`src/rtl/alu_mc_if.sv`:
```
// Request/response bundle for the multi-cycle ALU: operand request channel
// plus result channel with valid/ready flow control on both sides.
interface alu_mc_if #(
  parameter int WIDTH = 32
);
  logic             in_valid;
  logic             in_ready;
  logic [WIDTH-1:0] data_a;
  logic [WIDTH-1:0] data_b;
  logic [3:0]       select;
  logic             out_valid;
  logic             out_ready;
  logic [WIDTH-1:0] result_y;
  logic             flag_zero;
  logic             flag_dz;

  modport master (
    output in_valid, data_a, data_b, select, out_ready,
    input  in_ready, out_valid, result_y, flag_zero, flag_dz
  );

  modport slave (
    input  in_valid, data_a, data_b, select, out_ready,
    output in_ready, out_valid, result_y, flag_zero, flag_dz
  );
endinterface

```
`src/rtl/alu_mc.sv`:
```
// Multi-cycle ALU: single-cycle ops register their result directly, signed
// divide/remainder run a WIDTH-step restoring divider on operand magnitudes.
module alu_mc #(
  parameter int WIDTH = 32
) (
  input logic    clk,
  input logic    rst,
  alu_mc_if.slave bus
);
  localparam int unsigned SW = $clog2(WIDTH);

  localparam logic [1:0] IDLE = 2'd0;
  localparam logic [1:0] DIV  = 2'd1;
  localparam logic [1:0] DONE = 2'd2;

  logic [1:0]       state;
  logic [1:0]       state_nxt;
  logic             accept_c;
  logic             is_div_c;
  logic             last_c;
  logic [SW-1:0]    shamt_c;
  logic [WIDTH-1:0] alu_c;
  logic [WIDTH-1:0] mag_a_c;
  logic [WIDTH-1:0] mag_b_c;
  logic [WIDTH:0]   rem_sh_c;
  logic [WIDTH-1:0] rem_nxt_c;
  logic [WIDTH-1:0] quot_nxt_c;
  logic             qbit_c;
  logic [WIDTH-1:0] div_res_c;

  logic [WIDTH-1:0] a_q;
  logic [WIDTH-1:0] dvs_q;
  logic [WIDTH-1:0] rem_q;
  logic [WIDTH-1:0] quot_q;
  logic [SW-1:0]    cnt_q;
  logic             neg_q_q;
  logic             neg_r_q;
  logic             is_rem_q;
  logic             dz_q;

  logic             out_valid_q;
  logic [WIDTH-1:0] result_q;
  logic             flag_zero_q;
  logic             flag_dz_q;

  assign bus.in_ready  = !rst && (state == IDLE || (state == DONE && bus.out_ready));
  assign bus.out_valid = out_valid_q;
  assign bus.result_y  = result_q;
  assign bus.flag_zero = flag_zero_q;
  assign bus.flag_dz   = flag_dz_q;

  assign accept_c = bus.in_valid && bus.in_ready;
  assign is_div_c = (bus.select[3:1] == 3'b111);
  assign last_c   = (cnt_q == SW'(WIDTH - 1));
  assign shamt_c  = bus.data_b[SW-1:0];
  assign mag_a_c  = bus.data_a[WIDTH-1] ? WIDTH'(-bus.data_a) : bus.data_a;
  assign mag_b_c  = bus.data_b[WIDTH-1] ? WIDTH'(-bus.data_b) : bus.data_b;

  // Single-cycle operations, evaluated on the live request operands
  always_comb begin
    alu_c = '0;
    case (bus.select)
      4'd0:    alu_c = bus.data_a + bus.data_b;
      4'd1:    alu_c = bus.data_a - bus.data_b;
      4'd2:    alu_c = bus.data_a * bus.data_b;
      4'd3:    alu_c = bus.data_a & bus.data_b;
      4'd4:    alu_c = bus.data_a | bus.data_b;
      4'd5:    alu_c = bus.data_a ^ bus.data_b;
      4'd6:    alu_c = ~bus.data_a;
      4'd7:    alu_c = bus.data_a << shamt_c;
      4'd8:    alu_c = bus.data_a >> shamt_c;
      4'd9:    alu_c = WIDTH'($signed(bus.data_a) >>> shamt_c);
      4'd10:   alu_c = WIDTH'($signed(bus.data_a) < $signed(bus.data_b));
      4'd11:   alu_c = WIDTH'(bus.data_a < bus.data_b);
      4'd12:   alu_c = WIDTH'(bus.data_a == bus.data_b);
      4'd13:   alu_c = bus.data_b;
      default: alu_c = '0;
    endcase
  end

  // One restoring shift-subtract step plus final sign correction
  always_comb begin
    rem_sh_c  = {rem_q, quot_q[WIDTH-1]};
    qbit_c    = 1'b0;
    rem_nxt_c = rem_sh_c[WIDTH-1:0];
    if (rem_sh_c >= {1'b0, dvs_q}) begin
      qbit_c    = 1'b1;
      rem_nxt_c = WIDTH'(rem_sh_c - {1'b0, dvs_q});
    end
    quot_nxt_c = {quot_q[WIDTH-2:0], qbit_c};
    if (dz_q)
      div_res_c = is_rem_q ? a_q : '1;
    else if (is_rem_q)
      div_res_c = neg_r_q ? WIDTH'(-rem_nxt_c) : rem_nxt_c;
    else
      div_res_c = neg_q_q ? WIDTH'(-quot_nxt_c) : quot_nxt_c;
  end

  // Next-state logic
  always_comb begin
    state_nxt = state;
    case (state)
      IDLE: if (accept_c) state_nxt = is_div_c ? DIV : DONE;
      DIV:  if (last_c) state_nxt = DONE;
      DONE: begin
        if (accept_c)           state_nxt = is_div_c ? DIV : DONE;
        else if (bus.out_ready) state_nxt = IDLE;
      end
      default: state_nxt = IDLE;
    endcase
  end

  always_ff @(posedge clk) begin
    if (rst) state <= IDLE;
    else     state <= state_nxt;
  end

  // Operand capture, divider iteration and result registers
  always_ff @(posedge clk) begin
    if (rst) begin
      out_valid_q <= 1'b0;
      result_q    <= '0;
      flag_zero_q <= 1'b0;
      flag_dz_q   <= 1'b0;
      a_q         <= '0;
      dvs_q       <= '0;
      rem_q       <= '0;
      quot_q      <= '0;
      cnt_q       <= '0;
      neg_q_q     <= 1'b0;
      neg_r_q     <= 1'b0;
      is_rem_q    <= 1'b0;
      dz_q        <= 1'b0;
    end else begin
      out_valid_q <= (state_nxt == DONE);
      if (accept_c) begin
        if (is_div_c) begin
          a_q      <= bus.data_a;
          dvs_q    <= mag_b_c;
          quot_q   <= mag_a_c;
          rem_q    <= '0;
          cnt_q    <= '0;
          neg_q_q  <= bus.data_a[WIDTH-1] ^ bus.data_b[WIDTH-1];
          neg_r_q  <= bus.data_a[WIDTH-1];
          is_rem_q <= bus.select[0];
          dz_q     <= (bus.data_b == '0);
        end else begin
          result_q    <= alu_c;
          flag_zero_q <= (alu_c == '0);
          flag_dz_q   <= 1'b0;
        end
      end else if (state == DIV) begin
        rem_q  <= rem_nxt_c;
        quot_q <= quot_nxt_c;
        cnt_q  <= cnt_q + SW'(1);
        if (last_c) begin
          result_q    <= div_res_c;
          flag_zero_q <= (div_res_c == '0);
          flag_dz_q   <= dz_q;
        end
      end
    end
  end
endmodule
```
`src/flat_wrapper.sv`:
```
// flat-port wrapper written by rule: the top's interface ports become plain ports
module alu_mc_flat 
#(
  parameter int WIDTH = 32
)
  (clk, rst, bus_in_valid, bus_data_a, bus_data_b, bus_select, bus_out_ready, bus_in_ready, bus_out_valid, bus_result_y, bus_flag_zero, bus_flag_dz);
  alu_mc_if #(.WIDTH(WIDTH)) bus_i ();
  input logic clk;
  input logic rst;
  input wire logic [$bits(bus_i.in_valid)-1:0] bus_in_valid;
  input wire logic [$bits(bus_i.data_a)-1:0] bus_data_a;
  input wire logic [$bits(bus_i.data_b)-1:0] bus_data_b;
  input wire logic [$bits(bus_i.select)-1:0] bus_select;
  input wire logic [$bits(bus_i.out_ready)-1:0] bus_out_ready;
  output wire logic [$bits(bus_i.in_ready)-1:0] bus_in_ready;
  output wire logic [$bits(bus_i.out_valid)-1:0] bus_out_valid;
  output wire logic [$bits(bus_i.result_y)-1:0] bus_result_y;
  output wire logic [$bits(bus_i.flag_zero)-1:0] bus_flag_zero;
  output wire logic [$bits(bus_i.flag_dz)-1:0] bus_flag_dz;
  assign bus_i.in_valid = bus_in_valid;
  assign bus_i.data_a = bus_data_a;
  assign bus_i.data_b = bus_data_b;
  assign bus_i.select = bus_select;
  assign bus_i.out_ready = bus_out_ready;
  assign bus_in_ready = bus_i.in_ready;
  assign bus_out_valid = bus_i.out_valid;
  assign bus_result_y = bus_i.result_y;
  assign bus_flag_zero = bus_i.flag_zero;
  assign bus_flag_dz = bus_i.flag_dz;
  alu_mc #(.WIDTH(WIDTH)) u_core (.clk(clk), .rst(rst), .bus(bus_i));
endmodule
```
`config.mk`:
```
export PLATFORM = sky130hd
export DESIGN_NAME = alu_mc_flat
export DESIGN_NICKNAME = d
export VERILOG_FILES = /design/src/rtl/alu_mc_if.sv /design/src/rtl/alu_mc.sv /design/src/flat_wrapper.sv
export SDC_FILE = /design/constraint.sdc
export NUM_CORES = 2
export LEC_CHECK = 0
export ABC_AREA = 1
export CAP_MARGIN = 20
export CORE_AREA = 2 2 266 268
export CTS_CLUSTER_SIZE = 10
export DETAILED_ROUTE_END_ITERATION = 12
export DIE_AREA = 0 0 268 270
export PLACE_DENSITY = 0.75
export SLEW_MARGIN = 20
export SYNTH_ARGS = -nofsm -noshare
export SYNTH_HDL_FRONTEND = slang
export SYNTH_SLANG_ARGS = --single-unit
```
`constraint.sdc`:
```
create_clock -name clk -period 10.8 [get_ports clk]
set_input_delay 1.62 -clock clk [delete_from_list [all_inputs] [get_ports clk]]
set_output_delay 1.62 -clock clk [all_outputs]
set_load 0.01 [all_outputs]
```
==> qor.txt <==
Final hold vios: 0
Area after DPL: 39880 sq um
Reg2reg end: u_core.bus.flag_zero$_SDFFE_PP0P_
Minimum clock period: 10.03 ns
Sink Count: 173
Gpl congestion: 1.108
Final instance area: 40500 sq um
HP Start: u_core.bus.result_y[10]$_SDFFE_PP0P_
Setup slack, reg-to-reg: 3.33 ns
Hold crit path type: reg2reg
First-pass GRT wire length: 265200 microns
DR iter-0 viols: 5128
Max cap viols: 0
Reg2reg start: u_core.dvs_q[30]$_SDFFE_PP0P_
Worst setup SP type: input pin
Crit Path Max Fanout: 17
Seq/Total Area, Yosys: 0.09144
Buffer count from post-CTS setup fixing: 0
Core area: 69540 sq um
Hold Path Depth: 2
Hold EP: u_core.bus.result_y[10]$_SDFFE_PP0P_
Ports: 108
Setup WS pre-CTS: 0.6956 ns
CP max stage delay: 0.93 ns
Initial core utilization: 0.5446
Pleak: 21.58 nW
H-Tree Level Count: 4
Worst Slack Setup Final: 0.7670 ns
Post-CTS Resized: 0
WL final: 180300 microns
Number of global-route vias before repair: 41570
Initial DRT Pass Iterations: 9
Die width: 268 microns
Total CTS buffers: 17
Synth warn: 0
Via count: 42096
Max_slew headroom: 0.2051
Mapped cell area: 37870 sq um
Final Max Slew Viols: 0
Number of synthesized register bits: 173
Data required time of the worst path: 11.22 ns
Row cnt: 97
Worst Reg-to-Reg Cells: 33
Antenna-violating nets left: 0
Netlist cell types: 74
Die area: 72360 sq um
Post-synth top cells: nand2_1, inv_1, a21oi_1, fa_1, nor2_1
Critical path arrival: 10.46 ns
DR WL/cell: 26.44 microns
Area growth from synthesis to layout: 6.941%
Vias/cell: 6.173
Synth area leader: fa_1
Measured slew at the worst slew-check pin: 1.189 ns
Cts hold-fix bufs: 0
Synth top area share: 0.2172
# fillers: 6861
WS Path Type: in2reg
Setup TNS: 0 ns
Tot Pwr: 15.37 mW
Post-synth EDFFs: 0
Power per standard cell area: 379.4 nW/um^2
Largest net degree at the start of global routing: 69
Root Buffer: clkbuf_16
Worst-skew pair later-pin latency: 0.49 ns
Final Non-Filler Cells: 6819
Drt drc: 0
Placed cells: 6781
Skew final: 0.02295 ns
Total congestion overflow: 0
Layout cells sized above 1: 0.04614
CTS tree: built
IO buf count: 107
Syn Nets: 6660
Die Y: 270 microns
Nets: 6601
Ys flop type: dfxtp_1
Count leader, synth: nand2_1
Fin crit share: 0.9290
RSZ-0062 raised after global routing: no
Slowest-stage cell, CP: clkdlybuf4s50_1
Max Fclk: 99.67 MHz
Syn Area/Cell: 6.399 sq um
Worst setup EP type: register
Bufs on Longest Clock Path: 2
Final setup violation count: 0
Ranking of synthesized cells by area: fa_1, nand2_1, inv_1
Outcome: finished, final reports clean
Clock-pin slew on the worst setup and hold paths: 0.09 ns
Total Routing Usage GR: 0.4991
Cells after Synth: 5919
DPL Wire Length: 144400 microns
FFs w/ async S/R, synth: 0
Initial antenna violation count: 12
Peak VDD IR: 661.5 uV
sequential cells by signal, indices dropped and copies added, names as in the netlist:
register and count:
u_core.quot_q 32, u_core.dvs_q 32, u_core.bus.out_valid 1, u_core.cnt_q 5, u_core.dz_q 1, u_core.neg_r_q 1, u_core.state 2, u_core.rem_q 32
u_core.is_rem_q 1, u_core.neg_q_q 1, u_core.a_q 31, u_core.bus.flag_dz 1, u_core.bus.result_y 32, u_core.bus.flag_zero 1
critical path, delay by kind of cell:
kind,cells,cell delay [ns]
AOI/OAI and AO/OA,5,1.41
adders and majority gates,10,4.22
buffers and inverters,6,1.56
and+or+nand+nor,12,1.64
layout by cell type (no fill, tap or decap), types with 9 or more instances in the layout:
| master | n |
|---|---|
| nor2_1 | 352 |
| nand3b_1 | 19 |
| o21ai_0 | 335 |
| nand2_1 | 1501 |
| o21bai_1 | 13 |
| buf_2 | 9 |
| mux2i_1 | 12 |
| clkdlybuf4s50_1 | 96 |
| fa_1 | 411 |
| o22ai_1 | 95 |
| nor3_1 | 73 |
| a21oi_1 | 419 |
| clkbuf_16 | 17 |
| o211ai_1 | 32 |
| o21a_1 | 17 |
| inv_1 | 1159 |
| a211oi_1 | 14 |
| o2111ai_1 | 14 |
| a221oi_1 | 16 |
| nand2_2 | 25 |
| nand3_1 | 246 |
| xnor2_1 | 39 |
| o221ai_1 | 22 |
| nor2_2 | 12 |
| a22oi_1 | 10 |
| xor2_1 | 73 |
| nor4_1 | 15 |
| ha_1 | 258 |
| buf_4 | 132 |
| or2_2 | 17 |
| a2111oi_0 | 10 |
| a21o_1 | 11 |
| o21ai_1 | 16 |
| nand4_1 | 53 |
| a31oi_1 | 39 |
| dfxtp_1 | 173 |
worst max path at each step:
stage / from / endpoint / slack, ns
2_1_floorplan: bus_data_b[2] / u_core.bus.flag_zero$_SDFFE_PP0P_ / 1.45
3_3_place_gp: bus_data_b[6] / u_core.bus.flag_zero$_SDFFE_PP0P_ / 0.70
3_5_place_dp: bus_data_b[6] / u_core.bus.flag_zero$_SDFFE_PP0P_ / 0.70
4_1_cts: bus_data_b[6] / u_core.bus.flag_zero$_SDFFE_PP0P_ / 1.15
5_1_grt: bus_data_b[6] / u_core.bus.flag_zero$_SDFFE_PP0P_ / 0.34
6_report: bus_data_b[6] / u_core.bus.flag_zero$_SDFFE_PP0P_ / 0.77
metal layers:
layer | routed length [microns] | global-route usage | vias up
met5 | 104 | 0 | -
met2 | 78840 | 0.7755 | 2922
li1 | - | - | 18460
met4 | 18230 | 0.4106 | 14
met3 | 21280 | 0.1390 | 871
met1 | 61830 | 0.5708 | 19829
cell families (layout without fill, tap and decap cells):
family	count (synthesis)	in the layout	synth area share
AND/OR/NAND/NOR	2350	2350	0.2584
other	0	6	0
AO/OA/AOI/OAI	1113	1113	0.1692
multiplexers	12	12	0.003172
adder cells (fa/ha/maj)	669	669	0.3025
buffers and inverters	1490	1444	0.1493
XOR/XNOR	112	112	0.02590
flip-flops	173	173	0.09144
final cells by class:
cell class                 instances  area [sq um]  share of cell area
clock buffer                      18         439.2             0.01084
tap                              940          1176             0.02904
sequential                       173          3463             0.08551
inverter                        1172          4402              0.1087
multi-input combinational       4256         28780              0.7106
timing repair buffer             240          2057             0.05079
clock inverter                    14         168.9            0.004170
antenna                            6         15.01           0.0003707
metrics by stage:
stage	hold slack [ns]	util
2_1_floorplan	0.4444	-
3_3_place_gp	0.4554	0.5735
3_5_place_dp	0.4572	0.5735
4_1_cts	0.4701	0.5822
5_1_grt	0.4959	0.5822
6_report	0.4738	0.5824
where the power goes:
group	switching [mW]	total, mW	internal [mW]
logic	9.19	14.0	4.82
registers	0.0260	0.694	0.668
clock network	0.326	0.663	0.337
total	9.54	15.4	5.82
(Power assumes the default switching activity.)
